==> config.mk <==
export PLATFORM = sky130hd
export DESIGN_NAME = round_referee
export DESIGN_NICKNAME = d
export VERILOG_FILES = /design/src/rtl/rps_pkg.sv /design/src/rtl/key_debounce.sv /design/src/rtl/round_referee.sv
export SDC_FILE = /design/constraint.sdc
export NUM_CORES = 1
export LEC_CHECK = 0
export CORE_ASPECT_RATIO = 0.8
export CORE_MARGIN = 10
export CORE_UTILIZATION = 55
export DETAILED_ROUTE_END_ITERATION = 8
export HOLD_SLACK_MARGIN = 0.05
export MAX_ROUTING_LAYER = met4
export PLACE_DENSITY_LB_ADDON = 0.3
export SLEW_MARGIN = 20
export SYNTH_ARGS = -nofsm -noshare
export SYNTH_HDL_FRONTEND = slang
export SYNTH_SLANG_ARGS = --single-unit
==> constraint.sdc <==
create_clock -name clock -period 2.7 [get_ports clock]
set_clock_uncertainty 0.2 [all_clocks]
set_input_delay 0.54 -clock clock [delete_from_list [all_inputs] [get_ports clock]]
set_output_delay 0.54 -clock clock [all_outputs]
set_load 0.005 [all_outputs]
==> src/rtl/rps_pkg.sv <==
// Shared move encoding, referee FSM states and scoring helpers for the
// rock-paper-scissors referee and predictors.
package rps_pkg;

  localparam logic [1:0] ROCK    = 2'b00;
  localparam logic [1:0] SCISSOR = 2'b01;
  localparam logic [1:0] PAPER   = 2'b10;
  localparam logic [1:0] INVALID = 2'b11;

  typedef enum logic [1:0] {
    ST_IDLE,
    ST_REQ,
    ST_JUDGE,
    ST_SHOW
  } ref_state_e;

  function automatic logic beats(input logic [1:0] a, input logic [1:0] b);
    return ((a == ROCK)    && (b == SCISSOR)) ||
           ((a == SCISSOR) && (b == PAPER))   ||
           ((a == PAPER)   && (b == ROCK));
  endfunction

  // Two-digit BCD increment that saturates at 99.
  function automatic logic [7:0] bcd_inc(input logic [7:0] s);
    logic [7:0] r;
    if (s == 8'h99)
      r = s;
    else if (s[3:0] == 4'd9)
      r = {s[7:4] + 4'd1, 4'd0};
    else
      r = {s[7:4], s[3:0] + 4'd1};
    return r;
  endfunction

endpackage

==> src/rtl/key_debounce.sv <==
// Active-low key conditioner: 2-flop synchroniser, stability counter and a
// one-cycle pulse on each accepted press (debounced 1->0).
module key_debounce #(
  parameter int unsigned DEBOUNCE_CYCLES = 500000
) (
  input  logic clock,
  input  logic reset,
  input  logic key_n,
  output logic level,
  output logic press
);

  localparam int unsigned CW = (DEBOUNCE_CYCLES > 1) ? $clog2(DEBOUNCE_CYCLES) : 1;
  localparam logic [CW-1:0] LAST = CW'(DEBOUNCE_CYCLES - 1);

  logic          r_sync1;
  logic          r_sync2;
  logic          r_level;
  logic          r_press;
  logic [CW-1:0] r_cnt;

  always_ff @(posedge clock) begin
    if (reset) begin
      r_sync1 <= 1'b1;
      r_sync2 <= 1'b1;
      r_level <= 1'b1;
      r_press <= 1'b0;
      r_cnt   <= '0;
    end else begin
      r_sync1 <= key_n;
      r_sync2 <= r_sync1;
      r_press <= 1'b0;
      if (r_sync2 == r_level) begin
        r_cnt <= '0;
      end else if (r_cnt == LAST) begin
        r_level <= r_sync2;
        r_press <= ~r_sync2;
        r_cnt   <= '0;
      end else begin
        r_cnt <= r_cnt + 1'b1;
      end
    end
  end

  assign level = r_level;
  assign press = r_press;

endmodule

==> src/rtl/round_referee.sv <==
// Round sequencer and scorer: debounced start key, user latch, computer-move
// handshake with timeout fallback, judging and BCD scores.
module round_referee
  import rps_pkg::*;
#(
  parameter int unsigned DEBOUNCE_CYCLES = 500000,
  parameter int unsigned COM_TIMEOUT     = 1024,
  parameter logic [1:0]  FALLBACK_MOVE   = 2'b00
) (
  input  logic       clock,
  input  logic       reset,
  input  logic       start_n,
  input  logic [1:0] user,
  output logic       com_req,
  input  logic       com_valid,
  input  logic [1:0] com,
  output logic [1:0] com_shown,
  output logic [1:0] user_shown,
  output logic [7:0] user_score,
  output logic [7:0] com_score,
  output logic       uwin,
  output logic       cwin,
  output logic       draw,
  output logic       invalid,
  output logic       timeout,
  output logic       round_done,
  output logic       hist_valid,
  output logic [1:0] hist_user,
  output logic [1:0] hist_com
);

  localparam int unsigned TW = (COM_TIMEOUT > 1) ? $clog2(COM_TIMEOUT) : 1;
  localparam logic [TW-1:0] WAIT_LAST = TW'(COM_TIMEOUT - 1);

  logic          w_level;
  logic          w_press;
  ref_state_e    r_state;
  ref_state_e    w_state_nx;
  logic [TW-1:0] r_wait;
  logic [1:0]    r_u_lat;
  logic          w_latch_user, w_bad_user, w_start_req, w_bad_com;
  logic          w_judge, w_timeout;
  logic [1:0]    w_c_move;
  logic          w_uwin, w_draw;

  logic [1:0] r_com_shown, r_user_shown, r_hist_user, r_hist_com;
  logic [7:0] r_user_score, r_com_score;
  logic       r_uwin, r_cwin, r_draw, r_invalid, r_timeout;
  logic       r_round_done, r_hist_valid;

  key_debounce #(.DEBOUNCE_CYCLES(DEBOUNCE_CYCLES)) u_start_key (
    .clock (clock),
    .reset (reset),
    .key_n (start_n),
    .level (w_level),
    .press (w_press)
  );

  always_ff @(posedge clock) begin
    if (reset) r_state <= ST_IDLE;
    else       r_state <= w_state_nx;
  end

  always_comb begin
    w_state_nx   = r_state;
    w_latch_user = 1'b0;
    w_bad_user   = 1'b0;
    w_start_req  = 1'b0;
    w_bad_com    = 1'b0;
    w_judge      = 1'b0;
    w_timeout    = 1'b0;
    w_c_move     = com;
    case (r_state)
      ST_IDLE: begin
        if (w_press) begin
          w_latch_user = 1'b1;
          if (user == INVALID) begin
            w_bad_user = 1'b1;
          end else begin
            w_start_req = 1'b1;
            w_state_nx  = ST_REQ;
          end
        end
      end
      ST_REQ: begin
        if (com_valid) begin
          if (com == INVALID) begin
            w_bad_com  = 1'b1;
            w_state_nx = ST_IDLE;
          end else begin
            w_judge    = 1'b1;
            w_state_nx = ST_JUDGE;
          end
        end else if (r_wait == WAIT_LAST) begin
          w_judge    = 1'b1;
          w_timeout  = 1'b1;
          w_c_move   = FALLBACK_MOVE;
          w_state_nx = ST_JUDGE;
        end
      end
      ST_JUDGE: w_state_nx = ST_SHOW;
      ST_SHOW:  if (w_level) w_state_nx = ST_IDLE;
      default:  w_state_nx = ST_IDLE;
    endcase
    com_req = (r_state == ST_REQ);
    w_uwin  = beats(r_u_lat, w_c_move);
    w_draw  = (r_u_lat == w_c_move);
  end

  // Results are registered on the edge entering JUDGE, so JUDGE is the cycle
  // in which the updated scores and the round_done pulse are visible together.
  always_ff @(posedge clock) begin
    if (reset) begin
      r_wait       <= '0;
      r_u_lat      <= '0;
      r_com_shown  <= '0;
      r_user_shown <= '0;
      r_hist_user  <= '0;
      r_hist_com   <= '0;
      r_user_score <= '0;
      r_com_score  <= '0;
      r_uwin       <= 1'b0;
      r_cwin       <= 1'b0;
      r_draw       <= 1'b0;
      r_invalid    <= 1'b0;
      r_timeout    <= 1'b0;
      r_round_done <= 1'b0;
      r_hist_valid <= 1'b0;
    end else begin
      r_round_done <= 1'b0;
      r_hist_valid <= 1'b0;
      r_wait       <= (r_state == ST_REQ) ? r_wait + 1'b1 : '0;
      if (w_latch_user) r_u_lat <= user;
      if (w_bad_user) begin
        r_invalid <= 1'b1;
        r_timeout <= 1'b0;
      end
      if (w_start_req) begin
        r_invalid <= 1'b0;
        r_timeout <= 1'b0;
      end
      if (w_bad_com) r_invalid <= 1'b1;
      if (w_judge) begin
        r_timeout    <= w_timeout;
        r_uwin       <= w_uwin;
        r_draw       <= w_draw;
        r_cwin       <= ~w_uwin & ~w_draw;
        r_user_shown <= r_u_lat;
        r_com_shown  <= w_c_move;
        r_hist_user  <= r_u_lat;
        r_hist_com   <= w_c_move;
        r_round_done <= 1'b1;
        r_hist_valid <= 1'b1;
        if (w_uwin)
          r_user_score <= bcd_inc(r_user_score);
        else if (!w_draw)
          r_com_score <= bcd_inc(r_com_score);
      end
    end
  end

  assign com_shown  = r_com_shown;
  assign user_shown = r_user_shown;
  assign user_score = r_user_score;
  assign com_score  = r_com_score;
  assign uwin       = r_uwin;
  assign cwin       = r_cwin;
  assign draw       = r_draw;
  assign invalid    = r_invalid;
  assign timeout    = r_timeout;
  assign round_done = r_round_done;
  assign hist_valid = r_hist_valid;
  assign hist_user  = r_hist_user;
  assign hist_com   = r_hist_com;

endmodule

==> impl_metrics.csv, run 1 <==
group,metric,value,unit
sta,setup_total_negative_slack,0,ns
synth,synth_most_common_cell,"sky130_fd_sc_hd__dfxtp_1",
synth,ys.flop_type,"sky130_fd_sc_hd__dfxtp_1",
drt,via_count,2602,
synth,post_synth_instance_area,2980,um2
synth,synth_top_area_cell,"sky130_fd_sc_hd__dfxtp_1",
clocking,cts.reportedPaths.clkPinSlew,0.06,ns
final_layout,layout.nets,416,
power_and_ir_drop,leakage,1.34,nW
clocking,clkSinkCount,63,
synth,syn_avg_cell_area,8.53,um2
critical_path,critPathRequiredTime,2.74,ns
synth,synth-warning-count,0,
final_layout,final.fill_count,398,
floorplanning,die-area,8790,um2
sta,clock.fmax,391,MHz
drt,detailedRoute.firstPassIterationCount,4,
clocking,cts_buffers,9,
clocking,cts-hold-fix-buffers,0,
run_status,status,"complete, no violations",
sta,setup_slack,0.141,ns
sta,grt_setup_unrepaired,"false",
drt,drt_iter0_markers,167,
grt,grt_first_pass_wirelength,11200,um
floorplanning,die_h,85.9,um
sta,hold_violations,0,
grt,grt_antenna_before_repair,0,
synth,synth_async_sr_flop_share,0,%
sta,report.final.setup_viol,0,
grt,grt_overflow,0,
critical_path,path_max_fanout,4,
drt,drt-wirelength-per-cell,14.1,um
synth,post_synth_num_cell_types,50,
sta,period_needed,2.56,ns
synth,synth.top_cells.by_count,"sky130_fd_sc_hd__dfxtp_1 (63), sky130_fd_sc_hd__nor2_1 (55), sky130_fd_sc_hd__a21oi_1 (28), sky130_fd_sc_hd__nand2_1 (20), sky130_fd_sc_hd__nand3_1 (18)",
synth,sequential_area_share_after_synthesis,42.3,%
synth,netlist_top_cells_area,"sky130_fd_sc_hd__dfxtp_1 (42%), sky130_fd_sc_hd__nor2_1 (6.9%), sky130_fd_sc_hd__a21oi_1 (4.7%)",
sta,slew_headroom,57.3,%
sta,tightest_slew,0.640,ns
floorplanning,row_count,23,
clocking,cell_chosen_for_the_clock_root,"sky130_fd_sc_hd__clkbuf_8",
floorplanning,die_width,102,um
floorplanning,coreArea,5120,um2
clocking,cts_htree_levels,3,
synth,synth_largest_type_area_fraction,42.3,%
synth,ys_ff_latch,63,
clocking,buffer_depth_of_the_longest_clock_path,2,
place,routabilityCongestion,0.840,
synth,syn-num-nets,364,
critical_path,crit_type,"flop to flop",
synth,synth_edf_count,0,
critical_path,critPathLaunchType,"flop",
flow_run,timing.max_cap.violations,0,
place,numPortBuffers,39,
critical_path,cell_by_cell_trace_of_the_critical_path,"ha_1 > nand4_1 > buf_4 > or4_4 > a211oi_2 > or2_2 > nor2_1 > mux2_4",
drt,antenna_violating_nets_post_route,0,
place,detailedPlacementHpwl,4730,um
critical_path,cpPeakStageDelay,0.50,ns
clocking,tritoncts_clock_tree,"done",
final_layout,area.growth.synth_to_final,25.7,%
final_layout,antennaDiodeCount,0,
critical_path,data_arrival_time_of_the_critical_path,2.60,ns
critical_path,slowest_stage,"sky130_fd_sc_hd__or4_4",
final_layout,final_layout_size_suffix_gt1_share,12.8,%
clocking,worst_skew_pair.late_latency,0.35,ns
synth,syn_inst_count,350,
synth,synth-compound-area-share,12.2,%
synth,synth_xor_xnor_area_share,7.63,%
grt,grt_max_degree,20,
power_and_ir_drop,p_per_area,509,nW/um2
power_and_ir_drop,max-vdd-ir-drop,0.000357,V
floorplanning,floorplan.initialDensity,58.3,%
sta,worst_hold_slack,0.216,ns
place,placement.setup.worst_slack,-0.300,ns
synth,synth_top_family_by_area,"simple AND/OR/NAND/NOR gates",
drt,drc_errors,0,
hold_path,hold_path_class,"flop to flop",
synth,yosys.area_share.adder,2.52,%
drt,drt-vias-per-instance,5.55,
grt,grt.total_usage,16.1,%
grt,first_global_vias,2448,
synth,yosys.area_share.simple,27.3,%
floorplanning,pin_count,40,
final_layout,finalCoreUtilization,73.3,%
synth,post_synth_mux_area_share,3.35,%
sta,final_critical_path_share_of_the_clock_period,94.8,%
sta,slew_viol_final,0,
drt,postRouteWirelength,6610,um
critical_path,worst_setup_end_kind,"flop",
## registers in the layout (all words and copies together) (netlist names), named ones only
name	cells
hist_valid	1
r_state	1
cwin	1
timeout	1
u_start_key.level	1
hist_com	2
u_start_key.r_sync1	1
com_score	8
u_start_key.r_sync2	1
u_start_key.r_cnt	19
r_u_lat	2
invalid	1
draw	1
uwin	1
hist_user	2
r_wait	10
u_start_key.press	1
user_score	8
## logic make-up (layout without fill, tap and decap cells)
| family | Yosys count | in the layout |
|---|---|---|
| AO/OA/AOI/OAI | 58 | 58 |
| XOR/XNOR | 26 | 26 |
| buffers and inverters | 32 | 89 |
| AND/OR/NAND/NOR | 156 | 156 |
| flip-flops | 63 | 63 |
| adder cells (fa/ha/maj) | 6 | 6 |
| multiplexers | 9 | 9 |
## worst paths after layout
path                                    endpoint  cells after the start                            from  slack (ns)
setup / recovery       com_score[2]$_SDFFE_PP0P_                      8            r_wait[0]$_SDFF_PP0_        0.14
hold / removal    u_start_key.r_sync2$_SDFF_PP1_                      1  u_start_key.r_sync1$_SDFF_PP1_        0.22
setup reg to reg       com_score[2]$_SDFFE_PP0P_                      8            r_wait[0]$_SDFF_PP0_        0.14
hold reg to reg   u_start_key.r_sync2$_SDFF_PP1_                      1  u_start_key.r_sync1$_SDFF_PP1_        0.22
## power breakdown
group          leakage [nW]  internal (mW)  total, mW  switching (mW)
clock                 0.114          0.569      0.923           0.353
combinational         0.714         0.0264     0.0540          0.0276
sequential            0.508          0.931      0.932         0.00104
## per-layer routing
metal	wire length (um)	GRT usage, %
met1	3070	20.0
met2	2990	23.9
met5	0	-
met4	80	4.99
met3	465	5.53
## metrics by stage
stage / power (mW) / std cells / instance area, um2
5_1_grt: 1.97 / 469 / 3750
4_1_cts: 1.92 / 468 / 3730
3_3_place_gp: 1.01 / 452 / 3510
3_5_place_dp: 1.01 / 452 / 3510
6_report: 1.91 / 469 / 3750
2_1_floorplan: 0.979 / 350 / 2980
## placed cells by master, fill, tap and decap left out, types with 5 or more instances in the layout
master	count
sky130_fd_sc_hd__ha_1	6
sky130_fd_sc_hd__nor3_1	8
sky130_fd_sc_hd__nand3_1	18
sky130_fd_sc_hd__nor2_1	55
sky130_fd_sc_hd__or3_1	7
sky130_fd_sc_hd__mux2i_1	7
sky130_fd_sc_hd__and3_1	5
sky130_fd_sc_hd__xnor2_1	13
sky130_fd_sc_hd__nand4_1	5
sky130_fd_sc_hd__buf_4	20
sky130_fd_sc_hd__inv_1	14
sky130_fd_sc_hd__xor2_1	13
sky130_fd_sc_hd__clkbuf_8	11
sky130_fd_sc_hd__a21oi_1	27
sky130_fd_sc_hd__dfxtp_1	63
sky130_fd_sc_hd__o21ai_0	12
sky130_fd_sc_hd__nor2b_1	9
sky130_fd_sc_hd__clkdlybuf4s50_1	38
sky130_fd_sc_hd__nand2_1	20
## final cells by class
type                            instances  area (um2)  share of cell area [%]
Tap cell                               62        77.6                    2.07
Multi-Input combinational cell        255        1590                    42.5
Inverter                               14        52.6                    1.40
Clock buffer                           13         159                    4.23
Timing Repair Buffer                   59         543                    14.5
Clock inverter                          3        65.1                    1.73
Sequential cell                        63        1260                    33.6
## critical path: cells and delay by family, from the launching register on
kind,cells,cell delay [ns]
multiplexers,1,0.29
flip-flops,1,0.37
AO/OA/AOI/OAI,1,0.34
AND/OR/NAND/NOR,4,0.85
buffers and inverters,1,0.17
adder cells (fa/ha/maj),1,0.23
## repair_timing
item,CTS,global route
buffers inserted,0,1
resized for setup,0,4
setup endpoints to repair,0,2
No activity file was read; power rests on OpenSTA's default activity.
==> run 2, diff against run 1 <==
--- a/config.mk
+++ b/config.mk
@@ -5,10 +5,12 @@
 export SDC_FILE = /design/constraint.sdc
 export NUM_CORES = 1
 export LEC_CHECK = 0
+export ABC_CLOCK_PERIOD_IN_PS = 2700
 export CORE_ASPECT_RATIO = 0.8
 export CORE_MARGIN = 10
 export CORE_UTILIZATION = 55
 export DETAILED_ROUTE_END_ITERATION = 8
+export GPL_ROUTABILITY_DRIVEN = 0
 export HOLD_SLACK_MARGIN = 0.05
 export MAX_ROUTING_LAYER = met4
 export PLACE_DENSITY_LB_ADDON = 0.3
==> results of run 2 <==
Final layout, timing and power as in run 1 (identical DEF).
